--- config.mk ---
export PLATFORM = sky130hd
export DESIGN_NAME = load_store_unit
export DESIGN_NICKNAME = d
export VERILOG_FILES = /design/src/rtl/load_store_unit.sv
export SDC_FILE = /design/constraint.sdc
export NUM_CORES = 1
export LEC_CHECK = 0
export BUFFER_PORTS_ARGS = -buffer_cell sky130_fd_sc_hd__buf_2
export CELL_PAD_IN_SITES_DETAIL_PLACEMENT = 1
export CELL_PAD_IN_SITES_GLOBAL_PLACEMENT = 1
export CORE_UTILIZATION = 46
export CTS_CLUSTER_DIAMETER = 120
export CTS_CLUSTER_SIZE = 16
export DETAILED_ROUTE_END_ITERATION = 8
export PLACE_DENSITY_LB_ADDON = 0.1
export SLEW_MARGIN = 40
export SYNTH_ARGS = -nofsm -noshare
export SYNTH_HDL_FRONTEND = slang
export SYNTH_SLANG_ARGS = --single-unit
--- constraint.sdc ---
create_clock -name clk -period 14 [get_ports clk]
set_input_delay 2.8 -clock clk [delete_from_list [all_inputs] [get_ports clk]]
set_output_delay 2.8 -clock clk [all_outputs]
set_load 0.005 [all_outputs]
--- src/rtl/load_store_unit.sv ---
// Load/store unit between execute and a byte-wide data memory.
// Each access is split into 1/2/4 single-byte memory cycles; loads are assembled little-endian.
module load_store_unit #(
    parameter int unsigned ADDR_W = 12
) (
    input  logic              clk,
    input  logic              rst,
    input  logic              req_valid,
    output logic              req_ready,
    input  logic              req_we,
    input  logic [2:0]        req_func3,
    input  logic [ADDR_W-1:0] req_addr,
    input  logic [31:0]       req_wdata,
    output logic              resp_valid,
    output logic [31:0]       resp_rdata,
    output logic              resp_err,
    output logic              busy,
    output logic [ADDR_W-1:0] mem_addr,
    output logic              mem_we,
    output logic [7:0]        mem_wdata,
    input  logic [7:0]        mem_rdata
);

    typedef enum logic [1:0] {
        S_IDLE,
        S_ACCESS,
        S_DONE
    } state_t;

    function automatic logic f3_legal(input logic [2:0] f);
        return (f == 3'b000) || (f == 3'b001) || (f == 3'b010) ||
               (f == 3'b100) || (f == 3'b101);
    endfunction

    // Index of the final byte cycle for a legal width code.
    function automatic logic [1:0] f3_last(input logic [2:0] f);
        case (f[1:0])
            2'b00:   return 2'd0;
            2'b01:   return 2'd1;
            default: return 2'd3;
        endcase
    endfunction

    function automatic logic [31:0] extend(input logic [2:0] f, input logic [31:0] b);
        case (f)
            3'b000:  return {{24{b[7]}}, b[7:0]};
            3'b100:  return {24'b0, b[7:0]};
            3'b001:  return {{16{b[15]}}, b[15:0]};
            3'b101:  return {16'b0, b[15:0]};
            3'b010:  return b;
            default: return 32'b0;
        endcase
    endfunction

    state_t              r_state, w_state_nxt;
    logic                r_we, w_we_nxt;
    logic [2:0]          r_func3, w_func3_nxt;
    logic [ADDR_W-1:0]   r_addr, w_addr_nxt;
    logic [31:0]         r_wdata, w_wdata_nxt;
    logic [1:0]          r_k, w_k_nxt, w_k_inc;
    logic [31:0]         r_buf, w_buf_nxt;
    logic [ADDR_W-1:0]   w_mem_addr_nxt;
    logic                w_mem_we_nxt;
    logic [7:0]          w_mem_wdata_nxt;
    logic                w_resp_valid_nxt;
    logic                w_resp_err_nxt;
    logic [31:0]         w_resp_rdata_nxt;

    assign w_k_inc = r_k + 2'd1;

    // Next state plus the next value of every registered output.
    always_comb begin
        w_state_nxt      = r_state;
        w_we_nxt         = r_we;
        w_func3_nxt      = r_func3;
        w_addr_nxt       = r_addr;
        w_wdata_nxt      = r_wdata;
        w_k_nxt          = r_k;
        w_buf_nxt        = r_buf;
        w_mem_addr_nxt   = '0;
        w_mem_we_nxt     = 1'b0;
        w_mem_wdata_nxt  = 8'h00;
        w_resp_valid_nxt = 1'b0;
        w_resp_err_nxt   = 1'b0;
        w_resp_rdata_nxt = 32'h0;

        case (r_state)
            S_IDLE: begin
                if (req_valid) begin
                    w_we_nxt    = req_we;
                    w_func3_nxt = req_func3;
                    w_addr_nxt  = req_addr;
                    w_wdata_nxt = req_wdata;
                    w_k_nxt     = 2'd0;
                    w_buf_nxt   = 32'h0;
                    if (f3_legal(req_func3)) begin
                        w_state_nxt     = S_ACCESS;
                        w_mem_addr_nxt  = req_addr;
                        w_mem_we_nxt    = req_we;
                        w_mem_wdata_nxt = req_wdata[7:0];
                    end else begin
                        w_state_nxt      = S_DONE;
                        w_resp_valid_nxt = 1'b1;
                        w_resp_err_nxt   = 1'b1;
                    end
                end
            end
            S_ACCESS: begin
                if (!r_we) begin
                    w_buf_nxt[{r_k, 3'b000} +: 8] = mem_rdata;
                end
                if (r_k == f3_last(r_func3)) begin
                    w_state_nxt      = S_DONE;
                    w_resp_valid_nxt = 1'b1;
                    w_resp_rdata_nxt = r_we ? 32'h0 : extend(r_func3, w_buf_nxt);
                end else begin
                    w_k_nxt         = w_k_inc;
                    w_mem_addr_nxt  = r_addr + ADDR_W'(w_k_inc);
                    w_mem_we_nxt    = r_we;
                    w_mem_wdata_nxt = r_wdata[{w_k_inc, 3'b000} +: 8];
                end
            end
            S_DONE: begin
                w_state_nxt = S_IDLE;
            end
            default: begin
                w_state_nxt = S_IDLE;
            end
        endcase
    end

    always_ff @(posedge clk or posedge rst) begin
        if (rst) begin
            r_state    <= S_IDLE;
            r_we       <= 1'b0;
            r_func3    <= 3'b000;
            r_addr     <= '0;
            r_wdata    <= 32'h0;
            r_k        <= 2'd0;
            r_buf      <= 32'h0;
            req_ready  <= 1'b1;
            busy       <= 1'b0;
            resp_valid <= 1'b0;
            resp_err   <= 1'b0;
            resp_rdata <= 32'h0;
            mem_addr   <= '0;
            mem_we     <= 1'b0;
            mem_wdata  <= 8'h00;
        end else begin
            r_state    <= w_state_nxt;
            r_we       <= w_we_nxt;
            r_func3    <= w_func3_nxt;
            r_addr     <= w_addr_nxt;
            r_wdata    <= w_wdata_nxt;
            r_k        <= w_k_nxt;
            r_buf      <= w_buf_nxt;
            req_ready  <= (w_state_nxt == S_IDLE);
            busy       <= (w_state_nxt != S_IDLE);
            resp_valid <= w_resp_valid_nxt;
            resp_err   <= w_resp_err_nxt;
            resp_rdata <= w_resp_rdata_nxt;
            mem_addr   <= w_mem_addr_nxt;
            mem_we     <= w_mem_we_nxt;
            mem_wdata  <= w_mem_wdata_nxt;
        end
    end

endmodule

==> key figures, run 1 <==
Outcome
  • Status: finished clean

STA
  • Tcrit/Tclk final: 27.6%
  • RSZ-0062 raised after global routing: no
  • Final hold slack: 0.476 ns
  • Max-Slew Margin vs Limit: 50.5%
  • Final Skew: 0.00862 ns
  • Fmax: 259 MHz
  • Post-route setup TNS: 0 ns
  • Final setup vio count: 0
  • Least-Margin Pin Slew: 0.743 ns
  • Fin. max-slew vios: 0
  • Hold Fails Final Rpt: 0
  • Final min period: 3.86 ns

Clocking
  • Clock root buffer: clkbuf_16
  • H-Tree Depth: 4
  • Setup bufs post-CTS: 0
  • CTS clock-pin slew for the worst setup and hold paths: 0.06 ns
  • Hold buffer count at cts: 0
  • Clock latency on the worst-skew pair: 0.43 ns
  • Post-CTS sizing: 0
  • CTS sink count: 141
  • Clock Path Buffers: 2
  • CTS Buf Count: 17
  • CTS tree: yes

Global routing
  • Number of global-route vias before repair: 5,564
  • Largest net degree at the start of global routing: 73
  • Initial antenna violation count: 0
  • Met2 Resource Use GR: 46.3%
  • Met1 usage: 30.7%
  • First-pass GRT wire length: 28,400 um
  • Grt total ovfl: 0
  • Global Route met3 Usage: 5.55%
  • GRT busiest layer: met2
  • GRT Util Overall: 26.6%

Worst setup path
  • FF-to-FF Start: r_k[0]$_DFFE_PP0P_
  • Buf/Inv on CP: 1
  • CP peak stage delay: 0.68 ns
  • CP startpoint: req_func3[0]
  • Worst path top cell family by delay: simple AND/OR/NAND/NOR gates
  • Worst-path maximum fanout: 13
  • Capture point of the worst path: mem_wdata[2]$_DFF_PP0_
  • Reg-to-reg setup timing slack: 10.85 ns
  • CP cell instances: buf_2 > o21ai_0 > and2_1 > a22o_1
  • RR Endpoint: mem_addr[8]$_DFF_PP0_
  • Data required, critical path: 14.36 ns
  • Setup Crit Path Kind: in -> reg
  • Slowest CP cell: and2_1
  • Worst EP arrival: 4.22 ns
  • Crit. End Element: flip-flop
  • Setup crit start kind: input pin
  • WP depth: 4
  • Worst R2R Path Depth: 8

Yosys
  • Synthesized flop and latch total: 141
  • Syn nets: 664
  • Number of synthesized flops with an enable pin: 0
  • Syn_area_per_cell: 10.4 um2
  • Gate Count Post-Synth: 597
  • Top post-synthesis cells by area: dfrtp_1 (56%), nand2_1 (10%), a22o_1 (5.1%)
  • Area of the mapped netlist: 6230 um2
  • Post-synthesis cell type count: 50
  • Area leader, netlist: dfrtp_1
  • Sequential area share after synthesis: 56.7%
  • Yosys warnings: 0
  • Yosys top cell area share: 56.2%
  • Top FF cell, synth: dfrtp_1
  • Asr flop ratio synth: 100%

Drt
  • DR WL/cell: 19.6 um
  • Final ANT Viol Nets: 0
  • Initial DRC Count: 276
  • # DRC: 0
  • Total number of vias: 4,980
  • Drt via density: 5.67
  • Post-Route WL: 17,200 um
  • First-pass DRT Iterations: 4

Layout
  • Fill count: 1,508
  • Area Overhead vs Synth: 20.5%
  • Share of layout cells above drive strength 1: 24.8%
  • Nets@finish: 757
  • Diode count: 0

Floorplanning
  • Die height: 118 um
  • Die area: 14,000 um2
  • DIE WIDTH: 118 um
  • Core area: 13,200 um2
  • Ports: 116
  • Initial Util: 47.0%
  • Row cnt: 42

Run
  • Max Cap Viol: 0

Worst hold path
  • Hold Path Class: reg -> reg
  • Hold Path Cell Cnt: 2

Placement
  • Port Buffer Count: 115
  • GP Congestion: 0.804
  • HPWL after DPL: 11,000 um

Pwr
  • Leak: 3.71 nW
  • Pwr dens: 209 nW/um2
  • Maximum vdd drop: 0.110 mV
worst register-to-register path: stages (launching register included):
cell and delay (ns):
dfrtp_2 0.67, inv_1 0.27, ha_2 0.69, inv_1 0.17, fa_1 0.47, and3b_1 0.33
nand4_1 0.14, xor2_1 0.17, o22ai_1 0.11
worst min path at each step:
stage	end	from	slack, ns
after floorplan	r_wdata[0]$_DFFE_PP0P_	r_wdata[0]$_DFFE_PP0P_	0.44
after global placement	r_wdata[4]$_DFFE_PP0P_	r_wdata[4]$_DFFE_PP0P_	0.45
after CTS	r_wdata[23]$_DFFE_PP0P_	r_wdata[23]$_DFFE_PP0P_	0.48
after global routing	r_wdata[21]$_DFFE_PP0P_	r_wdata[21]$_DFFE_PP0P_	0.50
after detailed placement	r_wdata[16]$_DFFE_PP0P_	r_wdata[16]$_DFFE_PP0P_	0.47
final	r_wdata[23]$_DFFE_PP0P_	r_wdata[23]$_DFFE_PP0P_	0.48
through the flow:
step / total power (W) / util, % / cells / setup WS, ns / cell area [um2]
after detailed placement: 0.00111 / 52.0 / 847 / 9.75 / 6890
after floorplan: 0.000942 / - / 597 / 7.42 / 6230
after CTS: 0.00158 / 56.6 / 879 / 10.15 / 7490
after global placement: 0.00107 / 51.9 / 847 / 9.67 / 6880
final: 0.00157 / 56.7 / 879 / 10.14 / 7510
after global routing: 0.00166 / 56.7 / 879 / 10.09 / 7510
flip-flops by register name, summed over array words and instances, names as in the netlist, 2 cells and up:
register / cells
r_buf: 32
r_wdata: 32
resp_rdata: 32
mem_addr: 12
r_addr: 12
mem_wdata: 8
r_func3: 3
r_k: 2
r_state: 2
synth_stat cells, types with 7 or more instances:
library cell and n:
clkbuf_1 24, a22o_1 36, mux4_2 8, o21ai_0 11
nor2_1 22, nand3_1 17, a32oi_1 8, nand2_1 167
o21a_1 25, inv_1 11, dfrtp_1 140, a22oi_1 7
a21oi_1 17, ha_1 7, buf_1 11
cell families after synthesis:
| kind of cell | count (synthesis) | share of synthesized area, % |
|---|---|---|
| AND/OR/NAND/NOR | 245 | 17.7 |
| flip-flops | 141 | 56.7 |
| AO/OA/AOI/OAI | 130 | 16.0 |
| buffers and inverters | 55 | 3.62 |
| XOR/XNOR | 10 | 1.41 |
| multiplexers | 8 | 2.89 |
| adder cells (fa/ha/maj) | 8 | 1.73 |
layout make-up:
class	count	area (um2)	share of cell area, %
sequential	141	3530	47.0
clock inverter	6	80.1	1.07
clock buffer	26	519	6.92
multi-input combinational	401	2510	33.4
timing repair buffer	118	602	8.02
tap	176	220	2.93
inverter	11	46.3	0.617
where the power goes:
group,total (W),switching (W),internal [W]
clock network,0.000455,0.000166,0.000289
registers,0.000612,0.0000914,0.000520
logic,0.000504,0.000314,0.000190
per-layer routing:
layer	part of all wire (%)	vias up	wire length (um)
met3	3.9	45	673
met5	0	-	0
met2	53	123	9100
met1	40	2568	6830
li1	-	2244	-
met4	3.4	0	591
cells in the final DEF (no fill, tap or decap), types with 2 or more instances in the layout:
| cell | netlist | final |
|---|---|---|
| nand4_1 | 3 | 3 |
| and2_1 | 4 | 4 |
| o211ai_1 | 2 | 2 |
| o21a_1 | 25 | 25 |
| buf_4 | 3 | 2 |
| and3_1 | 5 | 5 |
| clkinv_2 | 0 | 4 |
| nand2_1 | 167 | 166 |
| dfrtp_1 | 140 | 139 |
| mux4_2 | 8 | 8 |
| nor2b_1 | 4 | 3 |
| bufinv_16 | 0 | 2 |
| a22o_1 | 36 | 36 |
| nor4_1 | 3 | 3 |
| nand2b_1 | 5 | 5 |
| buf_2 | 6 | 115 |
| o21ai_0 | 11 | 11 |
| a21oi_1 | 17 | 17 |
| o22ai_1 | 6 | 6 |
| clkbuf_1 | 24 | 3 |
| o21ai_1 | 5 | 5 |
| nor4b_4 | 1 | 2 |
| ha_1 | 7 | 6 |
| or3b_1 | 2 | 2 |
| inv_1 | 11 | 10 |
| xnor2_1 | 6 | 6 |
| clkbuf_16 | 0 | 17 |
| a32oi_1 | 8 | 8 |
| nor2_1 | 22 | 22 |
| a32o_1 | 3 | 3 |
| nand3_1 | 17 | 17 |
| clkbuf_8 | 0 | 6 |
| o2bb2ai_1 | 3 | 3 |
| and3b_1 | 3 | 3 |
| a22oi_1 | 7 | 7 |
| xor2_1 | 4 | 4 |
(Power assumes the default switching activity.)
==> run 2, diff against run 1 <==
ABC_AREA = 1   (was default)
CORE_UTILIZATION = 41   (was 46)
clock period = 3.8 ns   (was 14 ns; I/O delays follow)
==> key figures, run 2 <==
Placement
  • Port Buffer Count: 115 (unchanged)
  • GP Congestion: 0.855 (+6.3%)
  • HPWL after DPL: 12,700 um (+16%)

Layout
  • Biggest regs: r_buf x32, r_wdata x32, resp_rdata x32
  • Area Overhead vs Synth: 21.6%
  • Most common cell after layout, fill and taps aside: nand2_1
  • Diode count: 0 (unchanged)
  • Most frequent cells in the layout: nand2_1 (356), dfrtp_1 (140), buf_2 (115)
  • Share of layout cells above drive strength 1: 18.4% (-6.3 points)
  • Nets@finish: 1,010 (+33%)

Yosys
  • Gate Count Post-Synth: 833 (+40%)
  • Syn nets: 900 (+36%)
  • Top FF cell, synth: dfrtp_1
  • Area share of fa/ha/maj cells after synthesis: 1.64% (-0.084 points)
  • Yosys warnings: 0 (unchanged)
  • Post-synthesis mux area share: 0% (-2.9 points)
  • Area of the mapped netlist: 6550 um2 (+5.1%)
  • Xor and xnor area share after synthesis: 0.650% (-0.76 points)
  • Asr flop ratio synth: 100% (unchanged)
  • Syn_area_per_cell: 7.86 um2 (-25%)
  • Number of synthesized flops with an enable pin: 0 (unchanged)
  • Largest family of logic cells by synthesized area: simple AND/OR/NAND/NOR gates
  • Synth cell count leaders: nand2_1 (356), dfrtp_1 (140), inv_1 (77)
  • Sequential area share after synthesis: 53.9% (-2.8 points)
  • Top-count cell post-synth: nand2_1
  • Synthesized flop and latch total: 141 (unchanged)
  • Synth Area in Compound Gates: 7.59% (-8.4 points)
  • Top post-synthesis cells by area: dfrtp_1 (53%), nand2_1 (20%), o21ai_0 (4.5%)
  • Simple-gate portion of the synthesized area: 29.0% (+11 points)
  • Post-synthesis cell type count: 30 (-40%)
  • Yosys top cell area share: 53.5% (-2.8 points)
  • Area leader, netlist: dfrtp_1

Drt
  • Final ANT Viol Nets: 0 (unchanged)
  • M1 wire length: 8150 um (+19%)
  • Met2 routed WL: 9610 um (+5.6%)
  • Drt via density: 4.99 (-12%)
  • Met3 WL: 639 um (-5.1%)
  • Post-Route WL: 18,700 um (+8.5%)
  • Initial DRC Count: 276 (unchanged)
  • # DRC: 0 (unchanged)
  • Total number of vias: 5,824 (+17%)
  • DR WL/cell: 16.0 um (-18%)
  • First-pass DRT Iterations: 4 (unchanged)
  • Highest routed layer: met4

Worst setup path
  • Slowest CP cell: nor3_4
  • Worst EP arrival: 2.87 ns (-1.35 ns)
  • Setup crit start kind: flip-flop
  • Most used cell, CP: inv_1
  • CP peak stage delay: 0.65 ns (-0.03 ns)
  • Worst path top cell family by delay: simple AND/OR/NAND/NOR gates
  • Crit. End Element: flip-flop
  • Reg-to-reg setup timing slack: 1.30 ns (-9.55 ns)
  • RR Endpoint: resp_rdata[28]$_DFF_PP0_
  • Buf/Inv on CP: 3 (+2)
  • FF-to-FF Start: r_state[1]$_DFF_PP0_
  • Data required, critical path: 4.17 ns (-10.19 ns)
  • Worst R2R Path Depth: 6 (-2)
  • Setup Crit Path Kind: reg -> reg
  • Worst-path maximum fanout: 27 (+14)
  • CP cell instances: nor2_4 > inv_1 > nor3_4 > buf_6 > nand2_1 > inv_1

Clocking
  • Setup bufs post-CTS: 0 (unchanged)
  • Post-CTS sizing: 0 (unchanged)
  • CTS tree: yes
  • CTS sink count: 141 (unchanged)
  • Clock latency on the worst-skew pair: 0.43 ns (about the same)
  • H-Tree Depth: 4 (unchanged)
  • Clock Path Buffers: 2 (unchanged)
  • CTS Buf Count: 17 (unchanged)
  • CTS clock-pin slew for the worst setup and hold paths: 0.06 ns (about the same)
  • Hold buffer count at cts: 0 (unchanged)
  • Clock root buffer: clkbuf_16

STA
  • Post-route setup TNS: 0 ns (unchanged)
  • Fin. max-slew vios: 0 (unchanged)
  • Final min period: 2.50 ns
  • Tcrit/Tclk final: 65.9%
  • Fmax: 399 MHz
  • Hold Fails Final Rpt: 0 (unchanged)
  • Final hold slack: 0.285 ns (-0.191 ns)
  • Final setup vio count: 0 (unchanged)
  • Max-Slew Margin vs Limit: 53.0% (+2.6 points)
  • Least-Margin Pin Slew: 0.702 ns (-0.0412 ns)
  • Final Skew: 0.00752 ns (-0.00110 ns)
  • RSZ-0062 raised after global routing: no

Global routing
  • First-pass GRT wire length: 31,400 um (+11%)
  • Initial antenna violation count: 0 (unchanged)
  • Largest net degree at the start of global routing: 73 (unchanged)
  • Number of global-route vias before repair: 6,340 (+14%)
  • GRT Util Overall: 24.6% (-2.0 points)
  • Grt total ovfl: 0 (unchanged)

Floorplanning
  • Die area: 16,500 um2 (+18%)
  • Row cnt: 45 (+7.1%)
  • Die height: 128 um (+8.5%)
  • Core area: 15,400 um2 (+16%)
  • Initial Util: 42.6% (-4.4 points)
  • DIE WIDTH: 128 um (+8.5%)
  • Ports: 116 (unchanged)

Pwr
  • Maximum vdd drop: 0.372 mV (+240%)
  • Leak: 4.63 nW (+25%)
  • PnR Total Power: 0.00613 W (+290%)
  • Pwr dens: 770 nW/um2 (+270%)

Worst hold path
  • Hold Path Class: in -> async

Run
  • Max Cap Viol: 0 (unchanged)

Outcome
  • Status: finished clean
-- run 2: changes by cell type after synthesis, moves of 11 or more --
| cell | previous run | this run |
|---|---|---|
| a22o_1 | 36 | 0 |
| buf_1 | 11 | 0 |
| inv_1 | 11 | 77 |
| nand2_1 | 167 | 356 |
| nand3_1 | 17 | 50 |
| nor2_1 | 22 | 45 |
| o21a_1 | 25 | 0 |
| o21ai_0 | 11 | 59 |
-- run 2: how the worst max path moves through the flow --
stage | startpoint | to | slack [ns] | cells past startpoint
6_report | r_state[1]$_DFF_PP0_ | resp_rdata[28]$_DFF_PP0_ | 1.30 | 6
5_1_grt | r_state[1]$_DFF_PP0_ | resp_rdata[24]$_DFF_PP0_ | 1.04 | 6
4_1_cts | r_state[1]$_DFF_PP0_ | resp_rdata[28]$_DFF_PP0_ | 1.25 | 6
3_5_place_dp | r_state[1]$_DFF_PP0_ | resp_rdata[28]$_DFF_PP0_ | 1.26 | 6
3_3_place_gp | r_state[1]$_DFF_PP0_ | resp_rdata[3]$_DFF_PP0_ | 1.16 | 5
2_1_floorplan | rst | busy$_DFF_PP0_ | 1.28 | 1
-- run 2: area by class of cell --
| class | instances | area [um2] |
|---|---|---|
| multi-input combinational | 575 | 2550 |
| tap | 211 | 264 |
| clock buffer | 24 | 482 |
| fill | 1950 | 7410 |
| timing repair buffer | 123 | 677 |
| inverter | 85 | 323 |
| sequential | 141 | 3530 |
| clock inverter | 7 | 135 |
-- run 2: routing by layer --
| metal | track usage [%] | vias up |
|---|---|---|
| met3 | 3.91 | 28 |
| met1 | 30.0 | 2886 |
| li1 | - | 2792 |
| met4 | 7.54 | 0 |
| met5 | 0 | - |
| met2 | 44.5 | 118 |
-- run 2: worst reg2reg max path: stages (launching register included) --
cell and delay [ns]:
dfrtp_1 0.41, nor2_4 0.55, inv_1 0.43, nor3_4 0.65, buf_6 0.25, nand2_1 0.09
inv_1 0.06
-- run 2: power by group --
| part | internal (W) | leakage, nW | switching (W) |
|---|---|---|---|
| Sequential | 0.00192 | 1.86 | 0.000232 |
| Clock | 0.00114 | 0.304 | 0.000626 |
| Combinational | 0.000647 | 2.46 | 0.00156 |
-- run 2: kinds of logic (layout without fill, tap and decap cells) --
family	count (synthesis)	count (layout)
flip-flops	141	141
AND/OR/NAND/NOR	468	468
buffers and inverters	117	239
AO/OA/AOI/OAI	95	95
adder cells (fa/ha/maj)	8	8
XOR/XNOR	4	4
-- run 2: per-stage QoR --
| stage | setup WS (ns) | util [%] | instance area, um2 | std cells |
|---|---|---|---|---|
| global route | 1.04 | 51.8 | 7960 | 1166 |
| global placement | 1.16 | 47.5 | 7310 | 1133 |
| detailed placement | 1.26 | 47.6 | 7320 | 1134 |
| CTS | 1.25 | 51.7 | 7940 | 1165 |
| finish | 1.30 | 51.8 | 7960 | 1166 |
| floorplan | 1.28 | - | 6550 | 833 |
==> run 3, diff against run 2 <==
ABC_AREA = 0   (was 1)
CORE_UTILIZATION = 39   (was 41)
clock period = 2.2 ns   (was 3.8 ns; I/O delays follow)
==> key figures, run 3 (synthesis results as in run 1) <==
Floorplanning
  • Row cnt: 45 (unchanged)
  • Die area: 16,500 um2 (about the same)
  • Core area: 15,400 um2 (unchanged)
  • Ports: 116 (unchanged)
  • DIE WIDTH: 128 um (about the same)
  • Die height: 128 um (about the same)
  • Initial Util: 40.5% (-2.1 points)

Global routing
  • Initial antenna violation count: 0 (unchanged)
  • Largest net degree at the start of global routing: 35 (-52%)
  • First-pass GRT wire length: 28,400 um (-9.5%)
  • GRT Util Overall: 22.7% (-1.9 points)
  • Number of global-route vias before repair: 5,256 (-17%)
  • Grt total ovfl: 0 (unchanged)

Clocking
  • CTS tree: yes
  • Clock latency on the worst-skew pair: 0.42 ns (about the same)
  • Clock root buffer: clkbuf_16
  • CTS sink count: 141 (unchanged)
  • CTS clock-pin slew for the worst setup and hold paths: 0.06 ns (about the same)
  • CTS Buf Count: 17 (unchanged)
  • Clock Path Buffers: 2 (unchanged)
  • Hold buffer count at cts: 0 (unchanged)
  • H-Tree Depth: 4 (unchanged)

STA
  • Final setup vio count: 0 (unchanged)
  • Final Skew: 0.00735 ns (-0.000167 ns)
  • Post-route setup TNS: 0 ns (unchanged)
  • Fmax: 479 MHz (+20%)
  • Fin. max-slew vios: 0 (unchanged)
  • Hold Fails Final Rpt: 0 (unchanged)
  • Max-Slew Margin vs Limit: 42.2% (-11 points)
  • Final min period: 2.09 ns (-0.416 ns)
  • Tcrit/Tclk final: 94.9% (+29 points)
  • Final hold slack: 0.0889 ns (-0.196 ns)
  • Least-Margin Pin Slew: 0.862 ns (+0.160 ns)
  • Final setup margin: 0.112 ns (-1.18 ns)

Drt
  • # DRC: 0 (unchanged)
  • Drt via density: 5.19 (+3.9%)
  • Initial DRC Count: 225 (-18%)
  • First-pass DRT Iterations: 4 (unchanged)
  • DR WL/cell: 18.3 um (+14%)
  • Final ANT Viol Nets: 0 (unchanged)
  • Total number of vias: 4,876 (-16%)
  • Post-Route WL: 17,200 um (-8.1%)

Worst setup path
  • Buf/Inv on CP: 2 (-1)
  • Worst path top cell family by delay: adder cells
  • Crit. End Element: flip-flop
  • Setup Crit Path Kind: reg -> reg
  • WP depth: 8 (+2)
  • Data required, critical path: 2.49 ns (-1.68 ns)
  • CP peak stage delay: 0.37 ns (-0.28 ns)
  • Worst R2R Path Depth: 8 (+2)
  • Most used cell, CP: inv_2
  • Worst EP arrival: 2.37 ns (-0.50 ns)
  • Worst-path maximum fanout: 7 (-74%)
  • Setup crit start kind: flip-flop
  • Slowest CP cell: fa_2
  • CP cell instances: inv_2 > ha_4 > inv_2 > fa_2 > and3b_2 > nand4_1 > xor2_1 > o22ai_1

Layout
  • Most common cell after layout, fill and taps aside: nand2_1
  • Nets@finish: 784 (-22%)
  • Diode count: 0 (unchanged)
  • Area Overhead vs Synth: 25.9%
  • Biggest regs: r_buf x32, r_wdata x32, resp_rdata x32
  • Fin area: 7840 um2 (-1.5%)
  • Fill count: 1,754 (-10%)
  • Share of layout cells above drive strength 1: 28.0% (+9.6 points)
  • Storage cell area: 3530 um2 (unchanged)
  • Most frequent cells in the layout: nand2_1 (166), dfrtp_1 (140), buf_2 (115)
  • Footprint of the multi-input gates: 2500 um2 (-2.0%)

Run
  • Max Cap Viol: 0 (unchanged)

Worst hold path
  • Hold Path Class: in -> async

Placement
  • GP Congestion: 0.796 (-6.9%)
  • Placed instance area: 7210 um2 (-1.6%)
  • Post-Place Setup Slack: 0.165 ns (-1.09 ns)
  • HPWL after DPL: 11,800 um (-7.3%)
  • Port Buffer Count: 115 (unchanged)

Pwr
  • PnR Total Power: 0.0104 W (+69%)
  • Maximum vdd drop: 0.734 mV (+97%)
  • Leak: 3.86 nW (-17%)
  • Pwr dens: 1320 nW/um2 (+72%)

Outcome
  • Status: finished clean
[run 3: cell types whose count changed in the layout (fill, tap and decap cells not counted), sizes merged, moves of 5 or more]
| cell | previous run | this run |
|---|---|---|
| a22o | 0 | 36 |
| a22oi | 0 | 8 |
| a32oi | 0 | 9 |
| and3 | 0 | 5 |
| buf | 123 | 145 |
| clkbuf | 24 | 18 |
| inv | 84 | 10 |
| mux4 | 0 | 8 |
| nand2 | 363 | 167 |
| nand2b | 0 | 5 |
| nand3 | 50 | 17 |
| nor2 | 49 | 22 |
| o21a | 0 | 25 |
| o21ai | 72 | 16 |
[run 3: layout make-up]
type	count	share of cell area [%]
Multi-Input combinational cell	401	31.9
Inverter	11	0.575
Clock inverter	13	2.52
Sequential cell	141	45.0
Clock buffer	18	5.47
Tap cell	211	3.37
Timing Repair Buffer	145	11.2
[run 3: metrics by stage]
step           std cells  util (%)
6_report             940      51.0
3_3_place_gp         908      46.9
4_1_cts              939      51.0
5_1_grt              940      51.0
3_5_place_dp         908      46.9
2_1_floorplan        597         -
[run 3: worst paths after layout]
| check | from | to | slack, ns |
|---|---|---|---|
| max | r_k[0]$_DFFE_PP0P_ | mem_addr[10]$_DFF_PP0_ | 0.11 |
| max reg2reg | r_k[0]$_DFFE_PP0P_ | mem_addr[10]$_DFF_PP0_ | 0.11 |
| min reg2reg | r_wdata[22]$_DFFE_PP0P_ | r_wdata[22]$_DFFE_PP0P_ | 0.47 |
| min in group clk | req_wdata[27] | r_wdata[27]$_DFFE_PP0P_ | 0.20 |
| min | rst | mem_we$_DFF_PP0_ | 0.09 |
| max in group asynchronous | rst | req_ready$_DFF_PP1_ | 1.38 |
[run 3: per-layer routing]
layer  track usage [%]  vias to the layer above  routed length, um
met5                 0                        -                  0
met3              4.86                       18                658
met1              29.0                     2461               7460
met4              7.96                        0                214
li1                  -                     2290                  -
met2              38.2                      107               8820
[run 3: timing repair]
| item | in CTS | in global routing |
|---|---|---|
| setup endpoints to repair | 0 | 1 |
| resized for setup | 0 | 1 |
| setup buffers | 0 | 1 |
[run 3: report_power, final]
| group | leakage [nW] | switching [W] | internal [W] | total, W |
|---|---|---|---|---|
| Sequential | 1.87 | 0.000495 | 0.00331 | 0.00380 |
| Clock | 0.301 | 0.00111 | 0.00199 | 0.00310 |
| Combinational | 1.69 | 0.00205 | 0.00142 | 0.00347 |
| Total | 3.86 | 0.00365 | 0.00672 | 0.0104 |
